### src/rtl/ex_hazard_ctrl_pkg.sv
// Shared execute-stage hazard definitions: forwarding select encodings, the shadow-entry
// layout and the nearest-producer select function used by the controller.
package ex_hazard_ctrl_pkg;

  localparam int unsigned RegAddrW = 3;

  typedef enum logic [2:0] {
    FwdNone  = 3'd0,
    FwdExMem = 3'd1,
    FwdMemWb = 3'd2,
    FwdWb    = 3'd3
  } fwd_sel_e;

  typedef struct packed {
    logic                v;
    logic [RegAddrW-1:0] rd;
    logic                wr_rd;
    logic                is_load;
    logic                wr_ccr;
  } hz_entry_t;

  localparam hz_entry_t HzBubble = '0;

  // Nearest in-flight producer of rs wins; unused operands never forward.
  function automatic fwd_sel_e fwd_pick(input logic [RegAddrW-1:0] rs,
                                        input logic                use_rs,
                                        input hz_entry_t           ex,
                                        input hz_entry_t           mem,
                                        input hz_entry_t           wb);
    fwd_sel_e sel;
    sel = FwdNone;
    if (use_rs) begin
      if (ex.v && ex.wr_rd && (ex.rd == rs)) begin
        sel = FwdExMem;
      end else if (mem.v && mem.wr_rd && (mem.rd == rs)) begin
        sel = FwdMemWb;
      end else if (wb.v && wb.wr_rd && (wb.rd == rs)) begin
        sel = FwdWb;
      end
    end
    return sel;
  endfunction

endpackage

### src/rtl/ex_hazard_ctrl_if.sv
// Decode-side request and execute-side control bundle of the hazard controller.
interface ex_hazard_ctrl_if #(
  parameter int unsigned RA_W    = 3,
  parameter int unsigned STALL_W = 16
);
  logic               id_valid;
  logic [RA_W-1:0]    id_rs1;
  logic [RA_W-1:0]    id_rs2;
  logic               id_use_rs1;
  logic               id_use_rs2;
  logic [RA_W-1:0]    id_rd;
  logic               id_wr_rd;
  logic               id_is_load;
  logic               id_wr_ccr;
  logic               flush;
  logic [2:0]         ex_fwd_sel_a;
  logic [2:0]         ex_fwd_sel_b;
  logic               ex_ccr_write;
  logic               id_stall;
  logic               ex_bubble;
  logic [STALL_W-1:0] stall_count;

  modport master (
    output id_valid, id_rs1, id_rs2, id_use_rs1, id_use_rs2, id_rd, id_wr_rd, id_is_load,
           id_wr_ccr, flush,
    input  ex_fwd_sel_a, ex_fwd_sel_b, ex_ccr_write, id_stall, ex_bubble, stall_count
  );

  modport slave (
    input  id_valid, id_rs1, id_rs2, id_use_rs1, id_use_rs2, id_rd, id_wr_rd, id_is_load,
           id_wr_ccr, flush,
    output ex_fwd_sel_a, ex_fwd_sel_b, ex_ccr_write, id_stall, ex_bubble, stall_count
  );
endinterface

### src/rtl/hz_shadow_stage.sv
// One registered scoreboard entry of the shadow pipeline; clear turns it into a bubble.
module hz_shadow_stage
  import ex_hazard_ctrl_pkg::*;
(
  input  logic      clk_i,
  input  logic      rst_i,
  input  logic      clr_i,
  input  logic      ld_i,
  input  hz_entry_t d_i,
  output hz_entry_t q_o
);

  hz_entry_t entry_d, entry_q;

  always_comb begin
    entry_d = entry_q;
    if (clr_i) begin
      entry_d = HzBubble;
    end else if (ld_i) begin
      entry_d = d_i;
    end
  end

  always_ff @(posedge clk_i) begin
    if (rst_i) begin
      entry_q <= HzBubble;
    end else begin
      entry_q <= entry_d;
    end
  end

  assign q_o = entry_q;

endmodule

### src/rtl/ex_hazard_ctrl.sv
// Execute-stage hazard controller: EX/MEM/WB shadow scoreboard, registered operand forwarding
// selects, load-use stall detection and a saturating stall-cycle counter.
module ex_hazard_ctrl
  import ex_hazard_ctrl_pkg::*;
#(
  parameter int unsigned RA_W    = RegAddrW,
  parameter int unsigned STALL_W = 16
) (
  input logic             clk,
  input logic             reset,
  ex_hazard_ctrl_if.slave bus
);

  hz_entry_t          ex_q, mem_q, wb_q;
  hz_entry_t          id_ent;
  logic [RA_W-1:0]    rs1, rs2;
  logic               load_use, stall, issue;
  fwd_sel_e           sel_a_d, sel_a_q, sel_b_d, sel_b_q;
  logic [STALL_W-1:0] stall_cnt_d, stall_cnt_q;
  logic               unused_fields;

  assign rs1 = bus.id_rs1;
  assign rs2 = bus.id_rs2;

  always_comb begin
    id_ent         = HzBubble;
    id_ent.v       = 1'b1;
    id_ent.rd      = bus.id_rd;
    id_ent.wr_rd   = bus.id_wr_rd;
    id_ent.is_load = bus.id_is_load;
    id_ent.wr_ccr  = bus.id_wr_ccr;
  end

  assign load_use = bus.id_valid & ex_q.v & ex_q.is_load & ex_q.wr_rd &
                    ((bus.id_use_rs1 & (rs1 == ex_q.rd)) | (bus.id_use_rs2 & (rs2 == ex_q.rd)));
  // A taken branch kills the decode slot, so it never stalls.
  assign stall    = load_use & ~bus.flush;
  assign issue    = bus.id_valid & ~stall & ~bus.flush;

  hz_shadow_stage u_ex (
    .clk_i (clk),
    .rst_i (reset),
    .clr_i (~issue),
    .ld_i  (1'b1),
    .d_i   (id_ent),
    .q_o   (ex_q)
  );

  hz_shadow_stage u_mem (
    .clk_i (clk),
    .rst_i (reset),
    .clr_i (1'b0),
    .ld_i  (1'b1),
    .d_i   (ex_q),
    .q_o   (mem_q)
  );

  hz_shadow_stage u_wb (
    .clk_i (clk),
    .rst_i (reset),
    .clr_i (1'b0),
    .ld_i  (1'b1),
    .d_i   (mem_q),
    .q_o   (wb_q)
  );

  always_comb begin
    sel_a_d     = FwdNone;
    sel_b_d     = FwdNone;
    stall_cnt_d = stall_cnt_q;
    if (issue) begin
      sel_a_d = fwd_pick(rs1, bus.id_use_rs1, ex_q, mem_q, wb_q);
      sel_b_d = fwd_pick(rs2, bus.id_use_rs2, ex_q, mem_q, wb_q);
    end
    if (stall && (stall_cnt_q != '1)) begin
      stall_cnt_d = stall_cnt_q + STALL_W'(1);
    end
  end

  always_ff @(posedge clk) begin
    if (reset) begin
      sel_a_q     <= FwdNone;
      sel_b_q     <= FwdNone;
      stall_cnt_q <= '0;
    end else begin
      sel_a_q     <= sel_a_d;
      sel_b_q     <= sel_b_d;
      stall_cnt_q <= stall_cnt_d;
    end
  end

  assign bus.ex_fwd_sel_a = sel_a_q;
  assign bus.ex_fwd_sel_b = sel_b_q;
  assign bus.ex_ccr_write = ex_q.v & ex_q.wr_ccr;
  assign bus.id_stall     = stall;
  assign bus.ex_bubble    = ~ex_q.v;
  assign bus.stall_count  = stall_cnt_q;

  // Older stages only feed forwarding; their load/CCR flags have no consumer.
  assign unused_fields = ^{mem_q.is_load, mem_q.wr_ccr, wb_q.is_load, wb_q.wr_ccr};

endmodule
### src/flat_wrapper.sv
// flat-port wrapper written by rule: the top's interface ports become plain ports
module ex_hazard_ctrl_flat import ex_hazard_ctrl_pkg::*;
#(
  parameter int unsigned RA_W    = RegAddrW,
  parameter int unsigned STALL_W = 16
)
  (clk, reset, bus_id_valid, bus_id_rs1, bus_id_rs2, bus_id_use_rs1, bus_id_use_rs2, bus_id_rd, bus_id_wr_rd, bus_id_is_load, bus_id_wr_ccr, bus_flush, bus_ex_fwd_sel_a, bus_ex_fwd_sel_b, bus_ex_ccr_write, bus_id_stall, bus_ex_bubble, bus_stall_count);
  ex_hazard_ctrl_if #(.RA_W(RA_W), .STALL_W(STALL_W)) bus_i ();
  input logic clk;
  input logic reset;
  input wire logic [$bits(bus_i.id_valid)-1:0] bus_id_valid;
  input wire logic [$bits(bus_i.id_rs1)-1:0] bus_id_rs1;
  input wire logic [$bits(bus_i.id_rs2)-1:0] bus_id_rs2;
  input wire logic [$bits(bus_i.id_use_rs1)-1:0] bus_id_use_rs1;
  input wire logic [$bits(bus_i.id_use_rs2)-1:0] bus_id_use_rs2;
  input wire logic [$bits(bus_i.id_rd)-1:0] bus_id_rd;
  input wire logic [$bits(bus_i.id_wr_rd)-1:0] bus_id_wr_rd;
  input wire logic [$bits(bus_i.id_is_load)-1:0] bus_id_is_load;
  input wire logic [$bits(bus_i.id_wr_ccr)-1:0] bus_id_wr_ccr;
  input wire logic [$bits(bus_i.flush)-1:0] bus_flush;
  output wire logic [$bits(bus_i.ex_fwd_sel_a)-1:0] bus_ex_fwd_sel_a;
  output wire logic [$bits(bus_i.ex_fwd_sel_b)-1:0] bus_ex_fwd_sel_b;
  output wire logic [$bits(bus_i.ex_ccr_write)-1:0] bus_ex_ccr_write;
  output wire logic [$bits(bus_i.id_stall)-1:0] bus_id_stall;
  output wire logic [$bits(bus_i.ex_bubble)-1:0] bus_ex_bubble;
  output wire logic [$bits(bus_i.stall_count)-1:0] bus_stall_count;
  assign bus_i.id_valid = bus_id_valid;
  assign bus_i.id_rs1 = bus_id_rs1;
  assign bus_i.id_rs2 = bus_id_rs2;
  assign bus_i.id_use_rs1 = bus_id_use_rs1;
  assign bus_i.id_use_rs2 = bus_id_use_rs2;
  assign bus_i.id_rd = bus_id_rd;
  assign bus_i.id_wr_rd = bus_id_wr_rd;
  assign bus_i.id_is_load = bus_id_is_load;
  assign bus_i.id_wr_ccr = bus_id_wr_ccr;
  assign bus_i.flush = bus_flush;
  assign bus_ex_fwd_sel_a = bus_i.ex_fwd_sel_a;
  assign bus_ex_fwd_sel_b = bus_i.ex_fwd_sel_b;
  assign bus_ex_ccr_write = bus_i.ex_ccr_write;
  assign bus_id_stall = bus_i.id_stall;
  assign bus_ex_bubble = bus_i.ex_bubble;
  assign bus_stall_count = bus_i.stall_count;
  ex_hazard_ctrl #(.RA_W(RA_W), .STALL_W(STALL_W)) u_core (.clk(clk), .reset(reset), .bus(bus_i));
endmodule
### config.mk
export PLATFORM = sky130hd
export DESIGN_NAME = ex_hazard_ctrl_flat
export DESIGN_NICKNAME = d
export VERILOG_FILES = /design/src/rtl/ex_hazard_ctrl_pkg.sv /design/src/rtl/ex_hazard_ctrl_if.sv /design/src/rtl/hz_shadow_stage.sv /design/src/rtl/ex_hazard_ctrl.sv /design/src/flat_wrapper.sv
export SDC_FILE = /design/constraint.sdc
export NUM_CORES = 1
export LEC_CHECK = 0
export CORE_MARGIN = 1
export CORE_UTILIZATION = 44
export DETAILED_ROUTE_END_ITERATION = 8
export GPL_TIMING_DRIVEN = 0
export PLACE_DENSITY = 0.87
export SLEW_MARGIN = 20
export SYNTH_ARGS = -nofsm -noshare
export SYNTH_HDL_FRONTEND = slang
export SYNTH_SLANG_ARGS = --single-unit
### constraint.sdc
create_clock -name clk -period 1.8 [get_ports clk]
set_input_delay 0.36 -clock clk [delete_from_list [all_inputs] [get_ports clk]]
set_output_delay 0.36 -clock clk [all_outputs]
set_load 0.01 [all_outputs]
# Word level (Yosys, flattened, before mapping)
# Index checks and enable logic that the tools add are counted.
dict set report totals {
  regBits 39
  latchBits 0
  ramBits 0
  rom_bits 0
  wordCells 69
  n_memories 0
}
dict set report classes {
  n_addsub 1
  multipliers 0
  div 0
  n_lt_le_gt_ge 0
  n_eq_ne 9
  shifts 0
  n_mux 7
  bitwise 17
  reduce_logical 17
}
# operator count
set ops {}
lappend ops {{$eq 3x3->1} 8}
lappend ops {{$add 16x1->16 const B} 1}
lappend ops {{$ne 16x16->1 const B} 1}
lappend ops {{$and 1x1->1} 10}
lappend ops {{$logic_and 1x1->1} 10}
lappend ops {{$reduce_or 5->1} 2}
lappend ops {{$mux 2} 4}
lappend ops {{$reduce_or 4->1} 2}
lappend ops {{$mux 7} 1}
lappend ops {{$not 1->1} 6}
lappend ops {{$reduce_or 3->1} 2}
lappend ops {{$mux 1} 2}
lappend ops {{$reduce_or 2->1} 1}
lappend ops {{$or 1x1->1} 1}

# Depth between registers and ports, before layout
dict set report depth {
  depth_word 10
  mapped_depth 7
}

# Hierarchy
# From an unflattened synthesis, not the netlist that was laid out.
dict set report hier_totals {
  hier_cells 223
  area_unflattened_um2 2064.5
}
# module n_inst cells_per_inst area_each_um2 seq_area_each_um2
set by_module_without_submodules {}
lappend by_module_without_submodules {ex_hazard_ctrl 1 151 1306.3 400.4}
lappend by_module_without_submodules {hz_shadow_stage 3 24 252.7 140.1}

# Least setup slack after synthesis
# Ideal clock, no wire load.
dict set report synth_path {
  path_type {input to register}
  start {input bus_id_rs2[2]}
  end {register u_core.stall_cnt_q[12] (netlist: u_core.bus.stall_count[12])}
  setup_ns 0.121
  arrival_ns 1.604
  required_ns 1.679
  path_slack_ns 0.075
  stages 6
  path_buffers 1
  cell_sequence {xnor2_1 -> and4_4 -> o21ai_4 -> buf_6 -> nor4_1 -> mux2_2}
}
dict set report synth_between {
  elab_chain_cells 6
}
# element line
set synth_lines {}
lappend synth_lines {{start: declaration} flat_wrapper.sv:13} ;# input wire logic [$bits(bus_i.id_rs2)-1:0] bus_id_rs2;
lappend synth_lines {{$eq 3x3->1} ex_hazard_ctrl.sv:35} ;# ((bus.id_use_rs1 & (rs1 == ex_q.rd)) | (bus.id_use_rs2 & (rs2 == ex_q.rd)));
lappend synth_lines {{$and 1x1->1} ex_hazard_ctrl.sv:35}
lappend synth_lines {{$or 1x1->1} ex_hazard_ctrl.sv:35}
lappend synth_lines {{$and 1x1->1} ex_hazard_ctrl.sv:34} ;# assign load_use = bus.id_valid & ex_q.v & ex_q.is_load & ex_q.wr_rd &
lappend synth_lines {{$and 1x1->1} ex_hazard_ctrl.sv:37} ;# assign stall = load_use & ~bus.flush;
lappend synth_lines {{$logic_and 1x1->1} ex_hazard_ctrl.sv:75} ;# if (stall && (stall_cnt_q != '1)) begin
lappend synth_lines {{end signal: assignment} ex_hazard_ctrl.sv:88} ;# stall_cnt_q <= stall_cnt_d;
lappend synth_lines {{end: declaration} ex_hazard_ctrl.sv:19} ;# logic [STALL_W-1:0] stall_cnt_d, stall_cnt_q;
# No other way between the ends.
# A chain may end at the register's enable or synchronous reset.

# Worst setup path after layout
dict set report layout_path {
  start {register u_core.u_ex.entry_q (netlist bit u_core.u_ex.q_o[5])}
  end {output bus_id_stall}
}
dict set report layout_between {
  elab_chain_cells 5
  elab_cells_between_ends 7
}
# element line
set layout_lines {}
lappend layout_lines {{start: declaration} hz_shadow_stage.sv:13} ;# hz_entry_t entry_d, entry_q;
lappend layout_lines {{start signal: assignment} hz_shadow_stage.sv:26} ;# entry_q <= HzBubble;
lappend layout_lines {{start signal: assignment} hz_shadow_stage.sv:28} ;# entry_q <= entry_d;
lappend layout_lines {{$eq 3x3->1} ex_hazard_ctrl.sv:35}
lappend layout_lines {{$and 1x1->1} ex_hazard_ctrl.sv:35}
lappend layout_lines {{$or 1x1->1 *} ex_hazard_ctrl.sv:35}
lappend layout_lines {{$and 1x1->1 *} ex_hazard_ctrl.sv:34}
lappend layout_lines {{$and 1x1->1 *} ex_hazard_ctrl.sv:37}
lappend layout_lines {{end: declaration} flat_wrapper.sv:24} ;# output wire logic [$bits(bus_i.id_stall)-1:0] bus_id_stall;
# Mark *: on every way between the ends. The rest lies on a longest branch, timed or not.

==> flow_metrics.env <==
export IMPL_post_route_period_util_pct=98.7
export IMPL_die_area_sq_um=4160
export IMPL_p_int_mw=1.31
export IMPL_pwr_share_seq_pct=49.4
export IMPL_final_hold_violation_count=0
export IMPL_finalClockSkew_ps=3.61
export IMPL_cts_buffers_inserted=5
export IMPL_route_vias_total=1625
export IMPL_io_pins=43
export IMPL_drtPass1Iterations=4
export IMPL_gr_usage_met1_pct=24.6
export IMPL_switching_share_pct=22.5
export IMPL_synthTopCellsByCount="dfxtp_1, a21oi_1, xor2_1"
export IMPL_grt_max_degree=14
export IMPL_fin_nets=257
export IMPL_start_util_pct=46.2
export IMPL_power_leakage_nw=0.887
export IMPL_postCtsHoldBufs=0
export IMPL_grt_ovfl_total=0
export IMPL_ys_top_cells_by_area="dfxtp_1, xor2_1, a21oi_1"
export IMPL_finalSetupViolCount=0
export IMPL_dp_slack_ps=-661
export IMPL_die_x_microns=64.5
export IMPL_antennaDiodeCount=0
export IMPL_grt_pass1_vias=1459
export IMPL_first_iter_violations=168
export IMPL_cp_required_ps=1440
export IMPL_ir_drop_uv=471
export IMPL_drc=0
export IMPL_use_met3_pct=5.63
export IMPL_grt_total_usage_pct=21.0
export IMPL_fill_cells=295
export IMPL_p_sw_uw=379
export IMPL_synth_most_common_cell="dfxtp_1"
export IMPL_portBuffers=40
export IMPL_clk_pin_slew_ps=80
export IMPL_cp_end_kind="output pin"
export IMPL_htree_levels=2
export IMPL_status="finished clean"
export IMPL_fin_crit_ps=1780
export IMPL_die_h_microns=64.5
export IMPL_syn_to_final_growth_pct=44.1
export IMPL_ys_types=41
export IMPL_async_reset_ff_share_pct=0
export IMPL_vias_per_cell=5.66
export IMPL_rows=22
export IMPL_wire_per_inst_microns=15.3
export IMPL_ys_flop_type="dfxtp_1"
export IMPL_syn_inst=184
export IMPL_max_freq_mhz=563
export IMPL_cp_arrival_ps=1420
export IMPL_setup_slack_ps=22.5
export IMPL_syn_mean_instance_area_sq_um=9.34
export IMPL_clk_latency_ps=290
export IMPL_synth_edf_count=0
export IMPL_power_density_nw_per_um2=680
export IMPL_syn_area_sq_um=1720
export IMPL_antenna_found_initial=0
export IMPL_routed_wirelength_mm=4.40
export IMPL_tightest_slew_ps=567
export IMPL_place_area_sq_um=2180
export IMPL_cts_num_sinks=37
export IMPL_power_frac_comb_pct=7.3
export IMPL_ys_seq_area_share_pct=43.1
export IMPL_cts_tree="yes"
export IMPL_finalMaxSlewViolations=0
export IMPL_critPathKind="register to output pin"
export IMPL_fp_coreArea_sq_um=3720
export IMPL_postLayoutCoreUtil_pct=66.6
export IMPL_slew_headroom_pct=62.2
export IMPL_cap_viol_max_count=0
export IMPL_ys_ff_latch=37
export IMPL_cts_root_buf="clkbuf_8"
export IMPL_met2_usage_pct=35.4
export IMPL_clockBufferDepth=2
export IMPL_postRouteAntennaNets=0
export IMPL_grt_busiest_layer="met2"
export IMPL_start_kind="register"
export IMPL_yosysTopAreaCellShare_pct=43.1
export IMPL_min_path_type="input pin to register"
export IMPL_hpwlAfterDp_mm=2.71
export IMPL_grt_pass1_wl_mm=6.59
export IMPL_yosys_area_top_type="dfxtp_1"
export IMPL_final_area_sq_um=2480
export IMPL_clkPwrFrac_pct=43.3
export IMPL_drive_above_1_share_pct=23.0
export IMPL_worstPathMaxFanout=3
export IMPL_place_gp_congestion=0.849
export IMPL_yosysWarnings=0
power groups by stage:
stage	logic (mW)	clock network (mW)	registers, mW
5_1_grt	0.132	0.775	0.834
3_5_place_dp	0.111	0	0.851
4_1_cts	0.112	0.741	0.832
6_report	0.123	0.729	0.833
3_3_place_gp	0.108	0	0.850
2_1_floorplan	0.0520	0	0.849
through the flow:
step / cells / total power, mW / hold slack, ps / setup TNS (ps)
after floorplan: 185 / 0.901 / 438 / 0
after global placement: 273 / 0.958 / 449 / -11440
after detailed placement: 273 / 0.961 / 451 / -12990
after CTS: 282 / 1.68 / 465 / -24.3
after global routing: 287 / 1.74 / 379 / -90.5
final: 287 / 1.68 / 365 / 0
cell families after synthesis:
| logic type | share of synthesized area (%) |
|---|---|
| simple gates | 27.6 |
| flops | 43.1 |
| compound gates | 14.3 |
| xor+xnor | 9.18 |
| buf+inv | 3.64 |
| mux | 1.24 |
| fa+ha+maj | 0.728 |
| other cells | 0.218 |
critical path: stages (launching register included):
cell	delay (ps)
dfxtp_2	360
xnor2_2	200
and4_4	290
o21ai_4	80
inv_2	70
buf_2	120
repair_timing:
action / in CTS / in global routing
resized for setup: 22 / 25
setup buffers: 1 / 4
gates cloned: 0 / 1
pin swaps: 4 / 13
setup endpoints to repair: 26 / 15
flip-flops by register name (all words and copies together), names as in the netlist:
| signal | count |
|---|---|
| u_core.u_ex.q_o | 7 |
| u_core.u_wb.q_o | 5 |
| u_core.bus.stall_count | 16 |
| u_core.bus.ex_fwd_sel_a | 2 |
| u_core.bus.ex_fwd_sel_b | 2 |
| u_core.u_mem.q_o | 5 |
layer usage:
layer  vias to the layer above  part of all wire [%]
met3                        11                   7.6
met1                       762                    41
met5                         -                     0
li1                        778                     -
met4                         0                   2.7
met2                        74                    49
path summary, 6_finish.rpt:
| path | endpoint | from | cells past startpoint | slack, ps |
|---|---|---|---|---|
| max | bus_id_stall | u_core.u_ex.q_o[5] | 5 | 20 |
| max reg2reg | u_core.bus.stall_count[8] | u_core.u_ex.q_o[5] | 6 | 20 |
| min reg2reg | u_core.u_mem.q_o[2] | u_core.u_ex.q_o[2] | 1 | 460 |
| min | u_core.bus.ex_fwd_sel_b[0] | bus_id_use_rs2 | 2 | 370 |
final cells by class:
| class | count | area, sq um | area share (%) |
|---|---|---|---|
| inverters | 4 | 15.0 | 0.606 |
| clock inverters | 3 | 46.3 | 1.87 |
| flip-flops and latches | 37 | 749 | 30.3 |
| plain buffers | 8 | 50.0 | 2.02 |
| clock buffers | 5 | 68.8 | 2.78 |
| multi-input cells | 137 | 1060 | 42.9 |
| well taps | 48 | 60.1 | 2.43 |
| repair buffers | 45 | 424 | 17.1 |
cell usage in the layout, fill, tap and decap left out, types with 2 or more instances in the layout:
master | synthesis | final
xnor2_2 | 0 | 6
nand2b_1 | 4 | 3
and4_4 | 2 | 2
and3_1 | 5 | 5
nand2_1 | 9 | 9
dfxtp_2 | 0 | 7
buf_4 | 2 | 8
or4_4 | 0 | 2
clkbuf_1 | 2 | 2
nor4_1 | 4 | 3
o22ai_1 | 2 | 2
and4_1 | 2 | 2
xor2_1 | 12 | 12
and2_1 | 8 | 8
or4_1 | 7 | 5
nor2_2 | 1 | 2
o2111a_1 | 2 | 2
o31ai_1 | 4 | 3
nand3_1 | 6 | 5
or3_1 | 8 | 7
clkdlybuf4s50_1 | 0 | 31
dlygate4sd2_1 | 0 | 5
o21ai_0 | 8 | 8
o41ai_1 | 3 | 2
conb_1 | 1 | 2
buf_2 | 2 | 2
nand4_1 | 4 | 4
dfxtp_1 | 37 | 30
a21oi_2 | 0 | 3
a21oi_1 | 13 | 10
inv_1 | 3 | 3
nor2b_1 | 10 | 10
clkbuf_8 | 0 | 5
nor2_1 | 4 | 3
No activity file was read; power rests on OpenSTA's default activity.
